==> src/rtl/sw_cond_pkg.sv <==
// ---------------------------------------------------------------------------
// sw_cond_pkg
// Shared types and constants for the switch input conditioner.
//   sel_state_t     : selector FSM states (IDLE, HOLD, RELEASE)
//   N_SW_DEFAULT    : default number of board switches
//   DEBOUNCE_SIM    : short debounce window used in simulation builds
//   DEBOUNCE_BOARD  : 20 ms debounce window at 50 MHz for the board build
// ---------------------------------------------------------------------------
package sw_cond_pkg;

   typedef enum logic [1:0] {
      IDLE    = 2'd0,
      HOLD    = 2'd1,
      RELEASE = 2'd2
   } sel_state_t;

   localparam int N_SW_DEFAULT   = 4;
   localparam int DEBOUNCE_SIM   = 8;
   localparam int DEBOUNCE_BOARD = 1_000_000;

endpackage

==> src/rtl/sw_debounce_bit.sv <==
// ---------------------------------------------------------------------------
// sw_debounce_bit
// One switch bit: a SYNC_STAGES-deep synchroniser followed by a debounce
// counter. The stable level only follows the synchronised level after it has
// disagreed for DEBOUNCE_CYCLES consecutive clocks.
// Ports:
//   clk    : system clock, rising edge
//   rst    : synchronous active-high reset
//   raw    : asynchronous, possibly bouncing switch pin
//   stable : debounced switch level
// ---------------------------------------------------------------------------
module sw_debounce_bit
   import sw_cond_pkg::*;
#(
   parameter int SYNC_STAGES     = 2,
   parameter int DEBOUNCE_CYCLES = DEBOUNCE_BOARD
) (
   input  logic clk,
   input  logic rst,
   input  logic raw,
   output logic stable
);

   localparam int CW = $clog2(DEBOUNCE_CYCLES);
   localparam logic [CW-1:0] COUNT_LAST = CW'(DEBOUNCE_CYCLES - 1);

   logic [SYNC_STAGES-1:0] sync;
   logic [CW-1:0]          count;
   logic                   sync_level;

   // Shift the raw pin through the synchroniser chain; every stage is reset
   // so the stable level starts from a known zero.
   always_ff @(posedge clk) begin
      if (rst) begin
         sync <= '0;
      end else begin
         sync <= {sync[SYNC_STAGES-2:0], raw};
      end
   end

   assign sync_level = sync[SYNC_STAGES-1];

   // Count consecutive cycles where the synchronised level disagrees with the
   // accepted level. Any agreement clears the count, so a short glitch earns
   // no partial credit towards the next change.
   always_ff @(posedge clk) begin
      if (rst) begin
         count  <= '0;
         stable <= 1'b0;
      end else if (sync_level == stable) begin
         count <= '0;
      end else if (count == COUNT_LAST) begin
         stable <= sync_level;
         count  <= '0;
      end else begin
         count <= count + 1'b1;
      end
   end

endmodule

==> src/rtl/sw_input_conditioner.sv <==
// ---------------------------------------------------------------------------
// sw_input_conditioner
// Turns raw board switches into a clean one-hot switch command for the LED
// pattern FSM. Each bit is synchronised and debounced, then a selector FSM
// picks at most one switch at a time (lowest index wins).
// Optional build macro SW_CONDITIONER_LATCH_EN selects latched mode: the
// selection survives release, a new press elsewhere replaces it, and a
// re-press of the selected switch clears it. Without the macro the command
// is momentary and drops when the selected switch is released.
// Ports:
//   i_clk       : 50 MHz system clock, rising edge
//   i_rst       : synchronous active-high reset
//   i_sw_raw    : raw asynchronous switch pins
//   o_sw        : one-hot (or zero) switch command
//   o_idx       : index of the selected switch, 0 when none
//   o_sel_pulse : one-cycle strobe when a new selection is made
//   o_stable    : debounced per-bit levels (debug)
// ---------------------------------------------------------------------------
module sw_input_conditioner
   import sw_cond_pkg::*;
#(
   parameter int N_SW            = N_SW_DEFAULT,
   parameter int SYNC_STAGES     = 2,
   parameter int DEBOUNCE_CYCLES = DEBOUNCE_SIM
) (
   input  logic                    i_clk,
   input  logic                    i_rst,
   input  logic [N_SW-1:0]         i_sw_raw,
   output logic [N_SW-1:0]         o_sw,
   output logic [$clog2(N_SW)-1:0] o_idx,
   output logic                    o_sel_pulse,
   output logic [N_SW-1:0]         o_stable
);

   localparam int IW = $clog2(N_SW);

   logic [N_SW-1:0] stable;
   sel_state_t      state;
   sel_state_t      state_next;
   logic [N_SW-1:0] sw_next;
   logic [IW-1:0]   idx_next;
   logic            pulse_next;

   // Lowest set bit of a vector; 0 when the vector is empty.
   function automatic logic [IW-1:0] lowest_index(input logic [N_SW-1:0] bits);
      lowest_index = '0;
      for (int i = N_SW - 1; i >= 0; i--) begin
         if (bits[i]) begin
            lowest_index = IW'(i);
         end
      end
   endfunction

   for (genvar g = 0; g < N_SW; g++) begin : g_bit
      sw_debounce_bit #(
         .SYNC_STAGES     (SYNC_STAGES),
         .DEBOUNCE_CYCLES (DEBOUNCE_CYCLES)
      ) u_debounce (
         .clk    (i_clk),
         .rst    (i_rst),
         .raw    (i_sw_raw[g]),
         .stable (stable[g])
      );
   end

   assign o_stable = stable;

`ifdef SW_CONDITIONER_LATCH_EN
   logic [N_SW-1:0] prev_stable;
   logic [N_SW-1:0] rises;

   // Previous debounced levels, so a new press can be told apart from a
   // switch that has simply stayed down.
   always_ff @(posedge i_clk) begin
      if (i_rst) begin
         prev_stable <= '0;
      end else begin
         prev_stable <= stable;
      end
   end

   assign rises = stable & ~prev_stable;
`endif

   // Selector state and registered command outputs; the command is
   // registered so it is glitch-free towards the pattern FSM.
   always_ff @(posedge i_clk) begin
      if (i_rst) begin
         state       <= IDLE;
         o_sw        <= '0;
         o_idx       <= '0;
         o_sel_pulse <= 1'b0;
      end else begin
         state       <= state_next;
         o_sw        <= sw_next;
         o_idx       <= idx_next;
         o_sel_pulse <= pulse_next;
      end
   end

   // Next selection. RELEASE waits for every switch to be let go, so a
   // second switch that is still held never takes over without a re-press.
   always_comb begin
      state_next = state;
      sw_next    = o_sw;
      idx_next   = o_idx;
      pulse_next = 1'b0;
      case (state)
         IDLE: begin
            sw_next  = '0;
            idx_next = '0;
            if (|stable) begin
               idx_next   = lowest_index(stable);
               sw_next    = N_SW'(1) << lowest_index(stable);
               pulse_next = 1'b1;
               state_next = HOLD;
            end
         end
         HOLD: begin
`ifdef SW_CONDITIONER_LATCH_EN
            if (|rises) begin
               if (lowest_index(rises) == o_idx) begin
                  sw_next    = '0;
                  idx_next   = '0;
                  state_next = RELEASE;
               end else begin
                  idx_next   = lowest_index(rises);
                  sw_next    = N_SW'(1) << lowest_index(rises);
                  pulse_next = 1'b1;
               end
            end
`else
            if (!stable[o_idx]) begin
               sw_next    = '0;
               idx_next   = '0;
               state_next = RELEASE;
            end
`endif
         end
         RELEASE: begin
            sw_next  = '0;
            idx_next = '0;
            if (!(|stable)) begin
               state_next = IDLE;
            end
         end
         default: begin
            sw_next    = '0;
            idx_next   = '0;
            state_next = IDLE;
         end
      endcase
   end

endmodule

==> config.mk <==
export PLATFORM = sky130hd
export DESIGN_NAME = sw_input_conditioner
export DESIGN_NICKNAME = d
export VERILOG_FILES = /design/src/rtl/sw_cond_pkg.sv /design/src/rtl/sw_debounce_bit.sv /design/src/rtl/sw_input_conditioner.sv
export SDC_FILE = /design/constraint.sdc
export NUM_CORES = 1
export LEC_CHECK = 0
export CAP_MARGIN = 25
export CORE_ASPECT_RATIO = 0.9
export CORE_MARGIN = 2
export CORE_UTILIZATION = 45
export CTS_BUF_LIST = sky130_fd_sc_hd__clkbuf_16
export DETAILED_ROUTE_END_ITERATION = 10
export PLACE_DENSITY = 0.67
export SYNTH_ARGS = -nofsm -noshare
export SYNTH_HDL_FRONTEND = slang
export SYNTH_SLANG_ARGS = --single-unit
==> constraint.sdc <==
create_clock -name i_clk -period 3.7 [get_ports i_clk]
set_input_delay 0.925 -clock i_clk [delete_from_list [all_inputs] [get_ports i_clk]]
set_output_delay 0.925 -clock i_clk [all_outputs]
set_load 0.01 [all_outputs]
==> results of run 1 <==
-- area by class of cell --
| class | count | area share (%) |
|---|---|---|
| Timing Repair Buffer | 17 | 10.9 |
| Clock inverter | 3 | 0.810 |
| Clock buffer | 5 | 8.10 |
| Tap cell | 30 | 2.43 |
| Inverter | 3 | 0.729 |
| Sequential cell | 33 | 42.8 |
| Multi-Input combinational cell | 70 | 34.3 |
-- metal layers --
| layer | part of all wire, % | wire, microns |
|---|---|---|
| met1 | 46 | 934 |
| met4 | 2.4 | 48 |
| met5 | 0 | 0 |
| met2 | 45 | 912 |
| met3 | 6.5 | 132 |
-- worst paths after layout --
check	end	startpoint	depth (start not counted)
min reg2reg	g_bit[1].u_debounce.count[0]	g_bit[1].u_debounce.count[0]	1
max	o_stable[2]	g_bit[2].u_debounce.stable	1
min	g_bit[1].u_debounce.count[0]	g_bit[1].u_debounce.count[0]	1
max reg2reg	o_sw[1]	o_idx[1]	3
-- placed cells by master (no fill, tap or decap), drive strengths merged, types with 4 or more instances in the layout --
cell and n:
mux2i 4, xnor2 4, clkbuf 5, nor3 7, ha 8, and2 8
nor4 5, dfxtp 33, nor2b 8, clkdlybuf4s50 16, nor2 6
-- power by group --
part	switching, mW	total [mW]	internal [mW]
combinational	0.00891	0.0202	0.0113
clock	0.138	0.381	0.243
sequential	0.00228	0.364	0.361
-- logic make-up (layout without fill, tap and decap cells) --
kind of cell | count (synthesis) | after routing
fa+ha+maj | 8 | 8
compound gates | 10 | 10
simple gates | 43 | 43
buf+inv | 11 | 28
flops | 33 | 33
xor+xnor | 4 | 4
mux | 5 | 5
-- sequential cells by signal, indices dropped and copies added, names as in the netlist --
signal                   flops
g_bit.u_debounce.stable      4
g_bit.u_debounce.sync        8
o_sw                         4
o_sel_pulse                  1
g_bit.u_debounce.count      12
o_idx                        2
state                        2
-- cells in the mapped netlist (all sizes together) --
cell	count
nor4	5
o21ba	1
mux4	1
clkbuf	2
a22o	2
and2	8
o32ai	1
nor2	6
o31ai	1
or2	1
xnor2	4
nand3	1
a211oi	1
nand2	3
mux2i	4
ha	8
a21oi	1
nor2b	8
or4	2
buf	6
nor3	7
o2bb2ai	3
dfxtp	33
nor3b	2
inv	3
-- stage by stage --
stage	power (mW)	worst slack [ns]	cells	hold WS, ns	instance area, sq um
4_1_cts	0.769	1.39	161	0.429	1550
2_1_floorplan	0.384	1.82	114	0.406	1260
3_5_place_dp	0.391	1.17	153	0.423	1410
5_1_grt	0.788	1.34	161	0.450	1550
3_3_place_gp	0.390	1.23	153	0.419	1410
6_report	0.765	1.40	161	0.426	1550
==> results.sh, run 1 <==
export IMPL_synthesis_nets=128
export IMPL_vias_per_cell=5.25
export IMPL_synth_lib_cells_used_distinct=28
export IMPL_route_vias_total=845
export IMPL_first_pass_drt_iterations=4
export IMPL_post_route_cells_drive_above_1_share_pct=8.40
export IMPL_detail_route_drc_violations=0
export IMPL_ff_latch_area_sq_um=661
export IMPL_power_static_leakage_nw=0.603
export IMPL_clock_sinks=33
export IMPL_route_final_wire_length_microns=2030
export IMPL_die_width_microns=59.8
export IMPL_number_of_antenna_violations_at_the_first_check_in_global_routing=0
export IMPL_postCtsResizedCells=0
export IMPL_fraction_of_synthesized_cell_area_in_xor_and_xnor_cells_pct=2.78
export IMPL_cts_root_to_sink_buffers=2
export IMPL_vdd_ir_drop_worst_mv=0.268
export IMPL_mux_cell_area_share_after_synthesis_pct=4.96
export IMPL_run_status="completed"
export IMPL_dominant_combinational_cell_family_by_area_after_synthesis="simple AND/OR/NAND/NOR gates"
export IMPL_ys_seq_area_share_pct=52.3
export IMPL_finalSetupViolCount=0
export IMPL_post_cts_buffers=0
export IMPL_detail_route_wl_per_cell_microns=12.6
export IMPL_netlist_area_sq_um=1260
export IMPL_place_port_buffers=16
export IMPL_synthToLayoutAreaGrowth_pct=22.4
export IMPL_slew_headroom_pct=68.4
export IMPL_cts_clk_slew_worst_paths_ns=0.05
export IMPL_crit_path_cell_trace="clkdlybuf4s50_1"
export IMPL_crit_path_end_kind="output pin"
export IMPL_max_cap_violations=0
export IMPL_finalSetupTns_ns=0
export IMPL_synth_area_leader_cell="sky130_fd_sc_hd__dfxtp_1"
export IMPL_grt_setup_unrepaired="false"
export IMPL_post_synth_inst_count=114
export IMPL_io_pins=17
export IMPL_hold_buffers=0
export IMPL_clk_insertion_delay_late_ns=0.27
export IMPL_timing_worst_setup_path_type="register to output pin"
export IMPL_worst_path_max_fanout=8
export IMPL_grt_pass1_vias=778
export IMPL_grt_first_pass_wirelength_microns=3330
export IMPL_floorplan_die_height_microns=54.3
export IMPL_final_setup_skew_ns=0.00455
export IMPL_critical_path_top_delay_family="buffers and inverters"
export IMPL_grt_util_all_layers_pct=14.8
export IMPL_multi_input_area_sq_um=531
export IMPL_cts_tree="yes"
export IMPL_worst_ep_arrival_ns=1.38
export IMPL_critPathSlowestCell="sky130_fd_sc_hd__clkdlybuf4s50_1"
export IMPL_cts_inserted_buffers=5
export IMPL_n_fill_cell=233
export IMPL_worst_slew_pin_slew_ns=0.470
export IMPL_synthesis_warning_total=0
export IMPL_regToRegSetupSlack_ns=2.19
export IMPL_area_share_of_and_or_nand_nor_cells_after_synthesis_pct=19.8
export IMPL_cpPeakStageDelay_ns=0.61
export IMPL_dr_first_iter_drc_count=10
export IMPL_post_synth_cell_area_avg_sq_um=11.1
export IMPL_antenna_cell_count=0
export IMPL_groute_layer_met2_usage_pct=23.9
export IMPL_cp_data_required_time_ns=2.77
export IMPL_clock_fmax_mhz=435
export IMPL_cts_htree_levels=2
export IMPL_core_sq_um=2700
export IMPL_grt_overflow=0
export IMPL_global_route_usage_met3_pct=8.04
export IMPL_synthDominantCellAreaShare_pct=52.3
export IMPL_power_density_cell_area_nw_per_um2=495
export IMPL_initial_utilization_pct=46.7
export IMPL_place_detailed_hpwl_microns=1470
export IMPL_final_util_pct=57.2
export IMPL_drv_slew=0
export IMPL_ys_ff_latch=33
export IMPL_complex_gate_fraction_of_the_synthesized_area_pct=6.54
export IMPL_maximum_number_of_pins_on_one_net_before_global_route_repair=17
export IMPL_gr_max_usage_layer="met2"
export IMPL_worstPathBufferInverterCount=1
export IMPL_final_net_count=144
export IMPL_floorplan_die_area_sq_um=3250
export IMPL_startpoint_type="register"
export IMPL_hold_class="register to register"
export IMPL_timing_final_crit_period_ns=2.30
export IMPL_yosys_top_cells_area="sky130_fd_sc_hd__dfxtp_1 52%, sky130_fd_sc_hd__ha_1 7.9%, sky130_fd_sc_hd__and2_1 4.0%"
export IMPL_globalplace_congestion=0.716
export IMPL_cts_root_buf="sky130_fd_sc_hd__clkbuf_16"
export IMPL_min_period_over_period_pct=62.2
export IMPL_finalHoldViolCount=0
export IMPL_rows=18
export IMPL_gr_usage_met1_pct=15.1
export IMPL_synth_adder_area_share_pct=7.93
export IMPL_ant_nets=0
No activity file was read; power rests on OpenSTA's default activity.
==> inputs of run 2 (changes only) <==
--- a/config.mk
+++ b/config.mk
@@ -11,7 +11,7 @@
 export CORE_UTILIZATION = 45
 export CTS_BUF_LIST = sky130_fd_sc_hd__clkbuf_16
 export DETAILED_ROUTE_END_ITERATION = 10
-export PLACE_DENSITY = 0.67
+export PLACE_DENSITY = 0.7
 export SYNTH_ARGS = -nofsm -noshare
 export SYNTH_HDL_FRONTEND = slang
 export SYNTH_SLANG_ARGS = --single-unit
==> constraint.sdc (replaced) <==
create_clock -name i_clk -period 2 [get_ports i_clk]
set_input_delay 0.5 -clock i_clk [delete_from_list [all_inputs] [get_ports i_clk]]
set_output_delay 0.5 -clock i_clk [all_outputs]
set_load 0.01 [all_outputs]
==> run 2 against run 1 <==
Against the previous run:
- highest routed layer unchanged
- combinational power grew 92%
- power increased by 100%
- largest cell class unchanged
- wire length is 2.9% lower
- setup slack lost 1.3 ns
- critical path depth stayed put
- critical path type unchanged
- register-to-register slack lost 1.7 ns
- critical endpoint is now o_stable[0]
- design area increased by 3.1%
- worst hold slack improved by 0.0045 ns
==> results.sh, run 2 (synthesized netlist as in run 1, its figures left out) <==
export IMPL_run_status="completed"
export IMPL_floorplan_die_area_sq_um=3250
export IMPL_clk_insertion_delay_late_ns=0.27
export IMPL_final_util_pct=58.9
export IMPL_multi_input_area_sq_um=531
export IMPL_final_cell_mix="33 x sky130_fd_sc_hd__dfxtp_1, 16 x sky130_fd_sc_hd__clkdlybuf4s50_1, 8 x sky130_fd_sc_hd__and2_1, 8 x sky130_fd_sc_hd__nor2b_1, 8 x sky130_fd_sc_hd__ha_1"
export IMPL_slew_headroom_pct=70.8
export IMPL_route_vias_total=854
export IMPL_globalplace_congestion=0.792
export IMPL_dr_first_iter_drc_count=10
export IMPL_post_cts_buffers=0
export IMPL_critical_path_top_delay_family="buffers and inverters"
export IMPL_cts_root_to_sink_buffers=2
export IMPL_floorplan_die_height_microns=54.3
export IMPL_ant_nets=0
export IMPL_core_sq_um=2700
export IMPL_startpoint_type="register"
export IMPL_place_area_sq_um=1430
export IMPL_fin_ws_ns=0.116
export IMPL_number_of_antenna_violations_at_the_first_check_in_global_routing=0
export IMPL_finalHoldViolCount=0
export IMPL_worst_ep_arrival_ns=1.38
export IMPL_cts_root_buf="sky130_fd_sc_hd__clkbuf_16"
export IMPL_grt_first_pass_wirelength_microns=3340
export IMPL_finalSetupViolCount=0
export IMPL_place_detailed_hpwl_microns=1400
export IMPL_grt_setup_unrepaired="false"
export IMPL_power_density_cell_area_nw_per_um2=968
export IMPL_power_combinational_fraction_pct=2.5
export IMPL_post_route_cells_drive_above_1_share_pct=10.4
export IMPL_critPathSlowestCell="sky130_fd_sc_hd__clkdlybuf4s50_1"
export IMPL_numPlacedInstances=156
export IMPL_cp_data_required_time_ns=1.50
export IMPL_drv_slew=0
export IMPL_mostFrequentLayoutCell="sky130_fd_sc_hd__dfxtp_1"
export IMPL_route_final_wire_length_microns=1970
export IMPL_hold_class="register to register"
export IMPL_largest_reg_flops=12
export IMPL_final_setup_skew_ns=0.00373
export IMPL_power_share_switching_pct=17.8
export IMPL_antenna_cell_count=0
export IMPL_synthToLayoutAreaGrowth_pct=26.2
export IMPL_grt_pass1_vias=804
export IMPL_clock_sinks=33
export IMPL_clock_fmax_mhz=531
export IMPL_io_pins=17
export IMPL_cts_clk_slew_worst_paths_ns=0.05
export IMPL_die_width_microns=59.8
export IMPL_vdd_ir_drop_worst_mv=0.655
export IMPL_vias_per_cell=5.21
export IMPL_detail_route_drc_violations=0
export IMPL_cts_inserted_buffers=5
export IMPL_crit_path_end_kind="output pin"
export IMPL_cpPeakStageDelay_ns=0.60
export IMPL_initial_utilization_pct=46.7
export IMPL_final_net_count=147
export IMPL_timing_final_crit_period_ns=1.88
export IMPL_detail_route_wl_per_cell_microns=12.0
export IMPL_grt_util_all_layers_pct=15.1
export IMPL_cts_htree_levels=2
export IMPL_n_fill_cell=244
export IMPL_sequentialPowerShare_pct=43.6
export IMPL_switching_power_mw=0.274
export IMPL_crit_path_cell_trace="clkdlybuf4s50_1"
export IMPL_first_pass_drt_iterations=4
export IMPL_maximum_number_of_pins_on_one_net_before_global_route_repair=22
export IMPL_power_static_leakage_nw=0.633
export IMPL_worst_path_max_fanout=9
export IMPL_timing_worst_setup_path_type="register to output pin"
export IMPL_grt_overflow=0
export IMPL_share_clk_of_total_power_pct=53.8
export IMPL_ff_latch_area_sq_um=661
export IMPL_postLayoutCellArea_sq_um=1590
export IMPL_worst_slew_pin_slew_ns=0.434
export IMPL_power_report_internal_total_mw=1.27
export IMPL_rows=18
export IMPL_min_period_over_period_pct=94.2
export IMPL_hold_buffers=0
export IMPL_max_cap_violations=0
export IMPL_filler_free_cell_count_of_the_finished_design=164
export IMPL_largest_register="g_bit.u_debounce.count"
export IMPL_cts_tree="yes"
export IMPL_pre_cts_ws_ns=0.160
export IMPL_largest_regs="g_bit.u_debounce.count x12, g_bit.u_debounce.sync x8"
export IMPL_worstPathBufferInverterCount=1
export IMPL_place_port_buffers=16
export IMPL_finalSetupTns_ns=0
export IMPL_postCtsResizedCells=0
[run 2: changes by cell type in the layout (fill, tap and decap cells not counted), sizes merged]
| cell | change |
|---|---|
| bufinv | +1 |
| clkinv | -2 |
| buf | +3 |
| inv | +1 |
[run 2: power by group through the flow]
stage | clock [mW] | combinational, mW | sequential [mW]
floorplan | 0 | 0.0251 | 0.685
global placement | 0 | 0.0382 | 0.686
detailed placement | 0 | 0.0392 | 0.686
CTS | 0.853 | 0.0393 | 0.673
global route | 0.892 | 0.0437 | 0.673
finish | 0.830 | 0.0388 | 0.673
[run 2: per-stage QoR]
stage,hold WS (ns),power [mW]
5_1_grt,0.447,1.61
3_3_place_gp,0.415,0.724
2_1_floorplan,0.406,0.710
6_report,0.430,1.54
4_1_cts,0.434,1.57
3_5_place_dp,0.422,0.726
[run 2: cell type report]
class,count,share of cell area [%]
sequential,33,41.5
multi-input combinational,70,33.3
timing repair buffer,20,11.9
clock buffer,5,7.86
clock inverter,3,2.36
tap,30,2.36
inverter,3,0.707
[run 2: routing by layer]
metal  global-route usage [%]  vias up  routed length, microns
li1                         -      430                       -
met1                     15.2      397                     891
met2                     24.6       20                     912
met3                     7.80        7                     110
met4                     10.0        0                      54
met5                        0        -                       0
[run 2: final timing paths]
kind	startpoint	endpoint	slack (ns)	cells after the start
hold / removal	g_bit[1].u_debounce.count[0]	g_bit[1].u_debounce.count[0]	0.43	1
hold reg to reg	g_bit[1].u_debounce.count[0]	g_bit[1].u_debounce.count[0]	0.43	1
setup / recovery	g_bit[0].u_debounce.stable	o_stable[0]	0.12	1
setup reg to reg	o_idx[1]	o_sw[1]	0.53	3
